$ cat src/rtl/debounce_edge_meter.sv
// Debounces a registered single-bit input, emits rise/fall strobes,
// counts accepted rising edges and measures the width of each accepted high pulse.
module debounce_edge_meter #(
    parameter int STABLE_CYCLES = 4,
    parameter int CNT_W         = 8
) (
    input  logic             clk,
    input  logic             rst,
    input  logic             sig_in,
    input  logic             clr,
    output logic             sig_clean,
    output logic             rise_pulse,
    output logic             fall_pulse,
    output logic [CNT_W-1:0] pulse_cnt,
    output logic [CNT_W-1:0] last_width,
    output logic             width_valid
);

    localparam logic [1:0] LOW   = 2'd0;
    localparam logic [1:0] CHK_H = 2'd1;
    localparam logic [1:0] HIGH  = 2'd2;
    localparam logic [1:0] CHK_L = 2'd3;

    localparam logic [7:0]       STAB_TARGET = 8'(STABLE_CYCLES);
    localparam logic [CNT_W-1:0] CNT_MAX     = '1;
    localparam logic [CNT_W-1:0] CNT_ONE     = CNT_W'(1);

    logic [1:0]       state;
    logic [1:0]       state_next;
    logic [7:0]       stab;
    logic [7:0]       stab_next;
    logic [7:0]       stab_inc;
    logic             accept_rise;
    logic             accept_fall;
    logic [CNT_W-1:0] wcnt;

    assign stab_inc = stab + 8'd1;

    // A candidate level must be seen STABLE_CYCLES times in a row before it is accepted.
    always_comb begin
        state_next  = state;
        stab_next   = stab;
        accept_rise = 1'b0;
        accept_fall = 1'b0;
        case (state)
            LOW: begin
                if (sig_in) begin
                    stab_next = 8'd1;
                    if (STABLE_CYCLES == 1) begin
                        accept_rise = 1'b1;
                        state_next  = HIGH;
                    end else begin
                        state_next = CHK_H;
                    end
                end
            end
            CHK_H: begin
                if (!sig_in) begin
                    stab_next  = 8'd0;
                    state_next = LOW;
                end else begin
                    stab_next = stab_inc;
                    if (stab_inc == STAB_TARGET) begin
                        accept_rise = 1'b1;
                        state_next  = HIGH;
                    end
                end
            end
            HIGH: begin
                if (!sig_in) begin
                    stab_next = 8'd1;
                    if (STABLE_CYCLES == 1) begin
                        accept_fall = 1'b1;
                        state_next  = LOW;
                    end else begin
                        state_next = CHK_L;
                    end
                end
            end
            CHK_L: begin
                if (sig_in) begin
                    stab_next  = 8'd0;
                    state_next = HIGH;
                end else begin
                    stab_next = stab_inc;
                    if (stab_inc == STAB_TARGET) begin
                        accept_fall = 1'b1;
                        state_next  = LOW;
                    end
                end
            end
            default: state_next = LOW;
        endcase
    end

    always_ff @(posedge clk) begin
        if (rst) begin
            state       <= LOW;
            stab        <= 8'd0;
            wcnt        <= '0;
            sig_clean   <= 1'b0;
            rise_pulse  <= 1'b0;
            fall_pulse  <= 1'b0;
            pulse_cnt   <= '0;
            last_width  <= '0;
            width_valid <= 1'b0;
        end else begin
            state       <= state_next;
            stab        <= stab_next;
            rise_pulse  <= accept_rise;
            fall_pulse  <= accept_fall;
            width_valid <= accept_fall && !clr;

            if (accept_rise) begin
                sig_clean <= 1'b1;
            end else if (accept_fall) begin
                sig_clean <= 1'b0;
            end

            if (accept_rise) begin
                wcnt <= CNT_ONE;
            end else if (sig_clean && !accept_fall && wcnt != CNT_MAX) begin
                wcnt <= wcnt + CNT_ONE;
            end

            // Clear wins over both the edge count and the width capture.
            if (clr) begin
                pulse_cnt  <= '0;
                last_width <= '0;
            end else begin
                if (accept_rise && pulse_cnt != CNT_MAX) begin
                    pulse_cnt <= pulse_cnt + CNT_ONE;
                end
                if (accept_fall) begin
                    last_width <= wcnt;
                end
            end
        end
    end

endmodule
$ cat config.mk
export PLATFORM = sky130hd
export DESIGN_NAME = debounce_edge_meter
export DESIGN_NICKNAME = d
export VERILOG_FILES = /design/src/rtl/debounce_edge_meter.sv
export SDC_FILE = /design/constraint.sdc
export NUM_CORES = 1
export LEC_CHECK = 0
export BUFFER_PORTS_ARGS = -buffer_cell sky130_fd_sc_hd__buf_2
export CORE_MARGIN = 10
export CORE_UTILIZATION = 35
export CTS_BUF_LIST = sky130_fd_sc_hd__clkbuf_4
export DETAILED_ROUTE_END_ITERATION = 16
export PLACE_DENSITY = 0.64
export SETUP_SLACK_MARGIN = 0.4
export SYNTH_ARGS = -nofsm -noshare
export SYNTH_HDL_FRONTEND = slang
export SYNTH_SLANG_ARGS = --single-unit
$ cat constraint.sdc
create_clock -name clk -period 2.7 [get_ports clk]
set_input_delay 0.54 -clock clk [delete_from_list [all_inputs] [get_ports clk]]
set_output_delay 0.54 -clock clk [all_outputs]
set_load 0.01 [all_outputs]
==> results of run 1 <==
==> area by class of cell <==
class,instances,area [um^2],area share [%]
tap,70,87.58,4.005
clock buffer,5,37.54,1.716
multi-input combinational,158,1056,48.28
timing repair buffer,32,186.4,8.524
inverter,6,22.52,1.030
clock inverter,2,33.78,1.545
sequential,38,763.2,34.90
==> cell usage in the layout, fill, tap and decap left out, types with 2 or more instances in the layout <==
cell	instances
and4_1	2
buf_2	23
and2_4	2
o21ai_0	4
or4_1	10
a21oi_1	16
inv_1	6
or2_2	2
nor3_1	2
nor4_1	2
ha_1	3
nand4_1	4
dfxtp_2	2
nand3_1	9
and3_4	2
xnor2_1	2
a211oi_1	5
nand3b_1	3
dfxtp_1	36
nor2_1	28
clkbuf_4	5
a31oi_1	3
nand2_1	17
buf_4	8
mux2i_1	8
o31ai_1	10
xor2_1	2
nor2b_1	2
==> power breakdown <==
part / switching, uW / total [uW] / internal, uW
clock network: 181 / 368 / 187
registers: 12.4 / 580 / 567
logic: 33.3 / 50.7 / 17.4
==> logic make-up after synthesis <==
kind of cell | after synthesis | share of synthesized area, %
simple gates | 89 | 25.34
xor+xnor | 5 | 2.353
compound gates | 51 | 19.62
flops | 38 | 40.86
mux | 8 | 4.301
fa+ha+maj | 4 | 2.688
buf+inv | 17 | 4.838
==> flip-flops by register name, indices dropped and copies added (netlist names), named ones only <==
signal       flops
state            1
sig_clean        1
rise_pulse       1
pulse_cnt        8
wcnt             8
stab             8
width_valid      1
last_width       8
fall_pulse       1
==> metal layers <==
layer | part of all wire (%) | up-vias | global-route usage [%]
li1 | - | 848 | -
met5 | 0 | - | 0
met2 | 43 | 39 | 14.43
met4 | 1.0 | 0 | 3.085
met1 | 49 | 759 | 12.32
met3 | 6.8 | 4 | 4.036
==> what timing repair did <==
item | CTS | global route
setup buffers | 0 | 9
setup endpoints to repair | 8 | 11
gates cloned | 0 | 1
resized for setup | 3 | 5
pin swaps | 0 | 4
hold endpoints to repair | 0 | 0
==> how the worst max path moves through the flow <==
| stage | from | end | cells past startpoint |
|---|---|---|---|
| floorplan | stab[0] | wcnt[5] | 9 |
| CTS | stab[0] | wcnt[4] | 7 |
| global route | stab[0] | pulse_cnt[6] | 8 |
| global placement | stab[0] | pulse_cnt[5] | 7 |
| finish | stab[0] | wcnt[4] | 7 |
| detailed placement | stab[0] | pulse_cnt[3] | 7 |
==> tightest hold or removal path: stages <==
cell,delay (ns)
buf_2,0.12
nand3_1,0.07
a21oi_1,0.06
==> through the flow <==
step	instances	worst slack, ns	hold WS [ns]
final	311	0.5219	0.4822
after detailed placement	294	0.2995	0.4786
after floorplan	212	0.5556	0.4603
after global routing	311	0.4021	0.4893
after global placement	294	0.3706	0.4680
after CTS	301	0.4280	0.4625
==> summary.txt, run 1 <==
Power and ir drop
  – VDD IR-drop max: 175.7 uV
  – Total Power: 998.4 uW
  – Leakage power: 0.0007518 uW
  – Total power per unit cell area: 456.5 mW/mm^2

Critical path
  – R2R cell count: 7
  – Critical-path maximum fanout: 20
  – CP max stage cell: or4_1
  – WP data arrival: 2.46 ns
  – WP data required: 2.98 ns
  – Worst Setup Path Type: reg2reg
  – CP peak stage delay: 0.48 ns
  – Top Family by Delay on Critical Path: simple AND/OR/NAND/NOR gates
  – CP startpoint kind: register
  – CP endpoint kind: register
  – Crit-path cells: ha_2 -> xnor2_2 -> nor2_1 -> a22o_2 -> and3_4 -> or4_1 -> a21oi_1
  – Flop2flop setup slack: 0.52 ns
  – Reg-to-Reg Start: stab[0]
  – Worst reg2reg endpoint: wcnt[4]
  – CP Buf/Inv Count: 0

Flow run
  – Maxcap violations: 0

Timing
  – Worst slew pin tran: 0.6918 ns
  – Final worst-path cycle share: 80.67%
  – Post-route setup TNS: 0 ns
  – Clk_skew: 0.01070 ns
  – Max Clock Freq: 459.1 MHz
  – Hold Violations, Final: 0
  – Tmin final: 2.178 ns
  – Worst slew margin: 53.78%
  – Final setup violation count: 0
  – Slew Viols, Final: 0
  – Unrepaired setup endpoints after global routing: no

Clock network
  – Post-CTS Hold Buffers: 0
  – TritonCTS clock tree: yes
  – CTS max path bufs: 2
  – Clk Tree Root Cell: clkbuf_4
  – Clock Pin Slew Worst Setup and Hold Paths: 0.11 ns
  – Clk_lat worst skew: 0.35 ns
  – # clock sinks: 38
  – CTS Buf Count: 5
  – # H-tree levels: 2

Drt
  – Number of detailed-route iterations in the first pass: 4
  – DR vias: 1650
  – # DRC: 0
  – WL per Instance: 13.70 um
  – Post-route ant nets: 0
  – Via/cell ratio: 5.305
  – Drt total wl: 4260 um
  – Starting DRT DRC Count: 104

Global routing
  – GRT overflow: 0
  – Gr usage total: 9.683%
  – First-pass GRT wire length: 7003 um
  – Largest net degree at the start of global routing: 21
  – Number of global-route vias before repair: 1467
  – Initial antenna violation count: 0

Yosys
  – Async set-reset flop share out of synthesis: 0%
  – Syn Inst Count: 212
  – Cell Area, Synth: 0.001862 mm^2
  – Yosys top cell by area: dfxtp_1
  – Yosys cell types: 45
  – Synth top area share: 40.86%
  – Syn Nets: 220
  – Mean Syn Cell Area: 8.782 um^2
  – Ys Warns: 0
  – Main synth FF type: dfxtp_1
  – FF+latch count, synth: 38
  – Most common cell in the netlist: dfxtp_1
  – Commonest cells post-synth: dfxtp_1 (38), nor2_1 (28), nand2_1 (17)
  – Top cells by area, synth: dfxtp_1 (41%), nor2_1 (5.6%), a21oi_1 (4.3%), mux2i_1 (4.3%), o31ai_1 (4.0%)
  – Post-synth EDFFs: 0
  – Register area share after synthesis: 40.86%

Placement
  – Port bufs: 23
  – Hpwl dp: 2838 um
  – Area of placed instances: 0.001997 mm^2
  – GPL Wtd Cong: 0.8672

Run status
  – Status: complete, no violations

Layout
  – Diodes inserted: 0
  – Fillers: 551
  – Nets@finish: 249
  – Share of layout cells above drive strength 1: 22.41%
  – Final Cell Area: 0.002187 mm^2
  – Util after Layout: 42.55%
  – Area Overhead vs Synth: 17.47%

Min path
  – Hold Path Stages: 3
  – HP Start: sig_in
  – Hold Crit Class: in2reg

Floorplanning
  – Die X: 92.94 um
  – # IOs: 24
  – Core ar.: 0.005140 mm^2
  – Full die area: 0.008637 mm^2
  – Die height: 92.94 um
  – Initial core utilization: 36.22%
  – Cell Rows: 26
Note: power is estimated with default switching activity, not from simulation.
==> run 2: changes to the inputs <==
--- a/config.mk
+++ b/config.mk
@@ -5,12 +5,13 @@
 export SDC_FILE = /design/constraint.sdc
 export NUM_CORES = 1
 export LEC_CHECK = 0
+export ABC_AREA = 1
 export BUFFER_PORTS_ARGS = -buffer_cell sky130_fd_sc_hd__buf_2
 export CORE_MARGIN = 10
 export CORE_UTILIZATION = 35
 export CTS_BUF_LIST = sky130_fd_sc_hd__clkbuf_4
 export DETAILED_ROUTE_END_ITERATION = 16
-export PLACE_DENSITY = 0.64
+export PLACE_DENSITY = 0.66
 export SETUP_SLACK_MARGIN = 0.4
 export SYNTH_ARGS = -nofsm -noshare
 export SYNTH_HDL_FRONTEND = slang
==> constraint.sdc (replaced) <==
create_clock -name clk -period 1.82 [get_ports clk]
set_input_delay 0.364 -clock clk [delete_from_list [all_inputs] [get_ports clk]]
set_output_delay 0.364 -clock clk [all_outputs]
set_load 0.01 [all_outputs]
==> summary.txt, run 2 <==
Yosys
  – Register area share after synthesis: 39.15% (-1.7 points)
  – Synth top area share: 39.15% (-1.7 points)
  – Most common cell in the netlist: nand2_1
  – Yosys cell types: 29 (-36%)
  – Post-synth EDFFs: 0 (unchanged)
  – Ys Warns: 0 (unchanged)
  – Main synth FF type: dfxtp_1
  – Async set-reset flop share out of synthesis: 0% (unchanged)
  – Mean Syn Cell Area: 7.250 um^2 (-17%)
  – FF+latch count, synth: 38 (unchanged)
  – Syn Nets: 276 (+25%)
  – Syn Inst Count: 268 (+26%)
  – Top cells by area, synth: dfxtp_1 (39%), nand2_1 (11%), a21oi_1 (7.0%), inv_1 (6.2%), nor2_1 (5.0%)
  – Cell Area, Synth: 0.001943 mm^2 (+4.4%)
  – Commonest cells post-synth: nand2_1 (58), dfxtp_1 (38), inv_1 (32)
  – Yosys top cell by area: dfxtp_1

Power and ir drop
  – Total power per unit cell area: 522.8 mW/mm^2 (+15%)
  – Leakage power: 0.001059 uW (+41%)
  – Total Power: 1349 uW (+35%)
  – VDD IR-drop max: 315.7 uV (+80%)

Clock network
  – Clk Tree Root Cell: clkbuf_4
  – CTS max path bufs: 2 (unchanged)
  – CTS Buf Count: 5 (unchanged)
  – # clock sinks: 38 (unchanged)
  – Post-CTS Hold Buffers: 0 (unchanged)
  – TritonCTS clock tree: yes
  – Clock Pin Slew Worst Setup and Hold Paths: 0.12 ns (about the same)
  – # H-tree levels: 2 (unchanged)
  – Clk_lat worst skew: 0.36 ns (about the same)

Critical path
  – WP data arrival: 2.05 ns (-0.41 ns)
  – CP endpoint kind: register
  – WP data required: 2.08 ns (-0.90 ns)
  – Critical-path maximum fanout: 7 (-65%)
  – CP startpoint kind: register
  – Worst Setup Path Type: reg2reg

Timing
  – Worst slew margin: 77.11% (+23 points)
  – Unrepaired setup endpoints after global routing: yes
  – Slew Viols, Final: 0 (unchanged)
  – Hold Violations, Final: 0 (unchanged)
  – Post-route setup TNS: 0 ns (unchanged)
  – Worst slew pin tran: 0.3408 ns (-0.3510 ns)
  – Final Hold Slack: 0.1948 ns (-0.2873 ns)
  – Max Clock Freq: 558.6 MHz (+22%)
  – Final worst-path cycle share: 98.36% (+18 points)
  – Clk_skew: 0.007597 ns (-0.003104 ns)
  – Tmin final: 1.790 ns (-0.3880 ns)
  – Final setup violation count: 0 (unchanged)

Run status
  – Status: complete, no violations

Floorplanning
  – Initial core utilization: 35.73% (-0.50 points)
  – # IOs: 24 (unchanged)
  – Full die area: 0.008932 mm^2 (+3.4%)
  – Die height: 94.51 um (+1.7%)
  – Core ar.: 0.005439 mm^2 (+5.8%)
  – Cell Rows: 27 (+3.8%)
  – Die X: 94.51 um (+1.7%)

Layout
  – Most frequent cells in the layout: nand2_1 (47), dfxtp_1 (32), inv_1 (31)
  – Diodes inserted: 0 (unchanged)
  – Area Overhead vs Synth: 32.78%
  – Final Cell Area: 0.002580 mm^2 (+18%)
  – Commonest non-fill, non-tap cell in the layout: nand2_1
  – Share of layout cells above drive strength 1: 34.62% (+12 points)
  – Nets@finish: 319 (+28%)

Drt
  – Drt total wl: 4969 um (+17%)
  – Via/cell ratio: 4.815 (-9.2%)
  – # DRC: 0 (unchanged)
  – Number of detailed-route iterations in the first pass: 4 (unchanged)
  – WL per Instance: 12.94 um (-5.5%)
  – Starting DRT DRC Count: 91 (-13%)
  – Post-route ant nets: 0 (unchanged)
  – DR vias: 1849 (+12%)

Flow run
  – Maxcap violations: 0 (unchanged)

Global routing
  – Number of global-route vias before repair: 1779 (+21%)
  – GRT overflow: 0 (unchanged)
  – Initial antenna violation count: 0 (unchanged)
  – First-pass GRT wire length: 8300 um (+19%)
  – Largest net degree at the start of global routing: 15 (-29%)
  – Gr usage total: 11.34% (+1.7 points)

Min path
  – Hold Crit Class: in2reg

Placement
  – GPL Wtd Cong: 0.8220 (-5.2%)
  – Hpwl dp: 3193 um (+13%)
  – Port bufs: 23 (unchanged)
  – Area of placed instances: 0.002275 mm^2 (+14%)
## run 2: cell count changes in the layout (fill, tap and decap cells not counted), moves of 10 or more
| cell | delta |
|---|---|
| nand4_1 | +11 |
| inv_1 | +25 |
| or4_1 | -10 |
| nand2_1 | +30 |
| o31ai_1 | -10 |
| nand2_2 | +12 |
## run 2: path summary, 6_finish.rpt
path                            cells past startpoint  slack, ns       endpoint          start
worst max-delay path                               13       0.03   pulse_cnt[0]        stab[0]
worst min-delay path                                2       0.19    width_valid            clr
worst max register to register                     13       0.03   pulse_cnt[0]        stab[0]
worst min register to register                      2       0.45  last_width[6]  last_width[6]
## run 2: through the flow
step,cells,util [%],setup WS (ns)
floorplan,268,-,0.2828
global placement,367,41.82,0.09044
detailed placement,367,41.82,0.05161
CTS,381,45.23,0.04341
global route,384,47.44,-0.08811
finish,384,47.44,0.02993
## run 2: final cells by class
type / count / area, um^2
flip-flops and latches: 38 / 773.2
fillers: 544 / 2859
repair buffers: 41 / 349.1
well taps: 72 / 90.09
multi-input cells: 191 / 1186
inverters: 34 / 128.9
clock inverters: 3 / 15.01
clock buffers: 5 / 37.54
## run 2: repair_timing
action                                  CTS  global route
pin swaps                                 4            14
setup buffers                             4             2
endpoints found under the setup margin   30            31
cloned                                    2             1
gates resized for setup                   7            24
## run 2: metal layers
layer  vias up  routed length (um)  GRT usage [%]
li1        960                   -              -
met4         0                  57          4.489
met1       852                2158          13.35
met2        29                2539          18.94
met5         -                   0              0
met3         8                 214          3.331
## run 2: cells by family (layout without fill, tap and decap cells)
kind of cell	after synthesis	count (layout)	synth area share, %
flops	38	38	39.15
xor+xnor	11	11	4.959
compound gates	40	40	10.95
fa+ha+maj	4	4	2.576
simple gates	136	136	34.00
buf+inv	39	83	8.370
## run 2: report_power, final
part	switching [uW]	total (uW)	internal, uW	leakage [uW]
Combinational	42.9	62.0	19.1	0.000716
Sequential	6.53	840	834	0.000310
Clock	302	447	145	0.0000329
## run 2: critical path, cell delays in order, from the launching register on
cell	delay, ns
dfxtp_4	0.41
ha_4	0.17
nand2_4	0.07
nor2_4	0.12
nand3_2	0.11
nand2_4	0.11
nand3_2	0.08
nor2_4	0.19
buf_6	0.13
nand3_4	0.09
clkinv_2	0.08
nand2_1	0.04
nand2_1	0.05
nor2_1	0.04
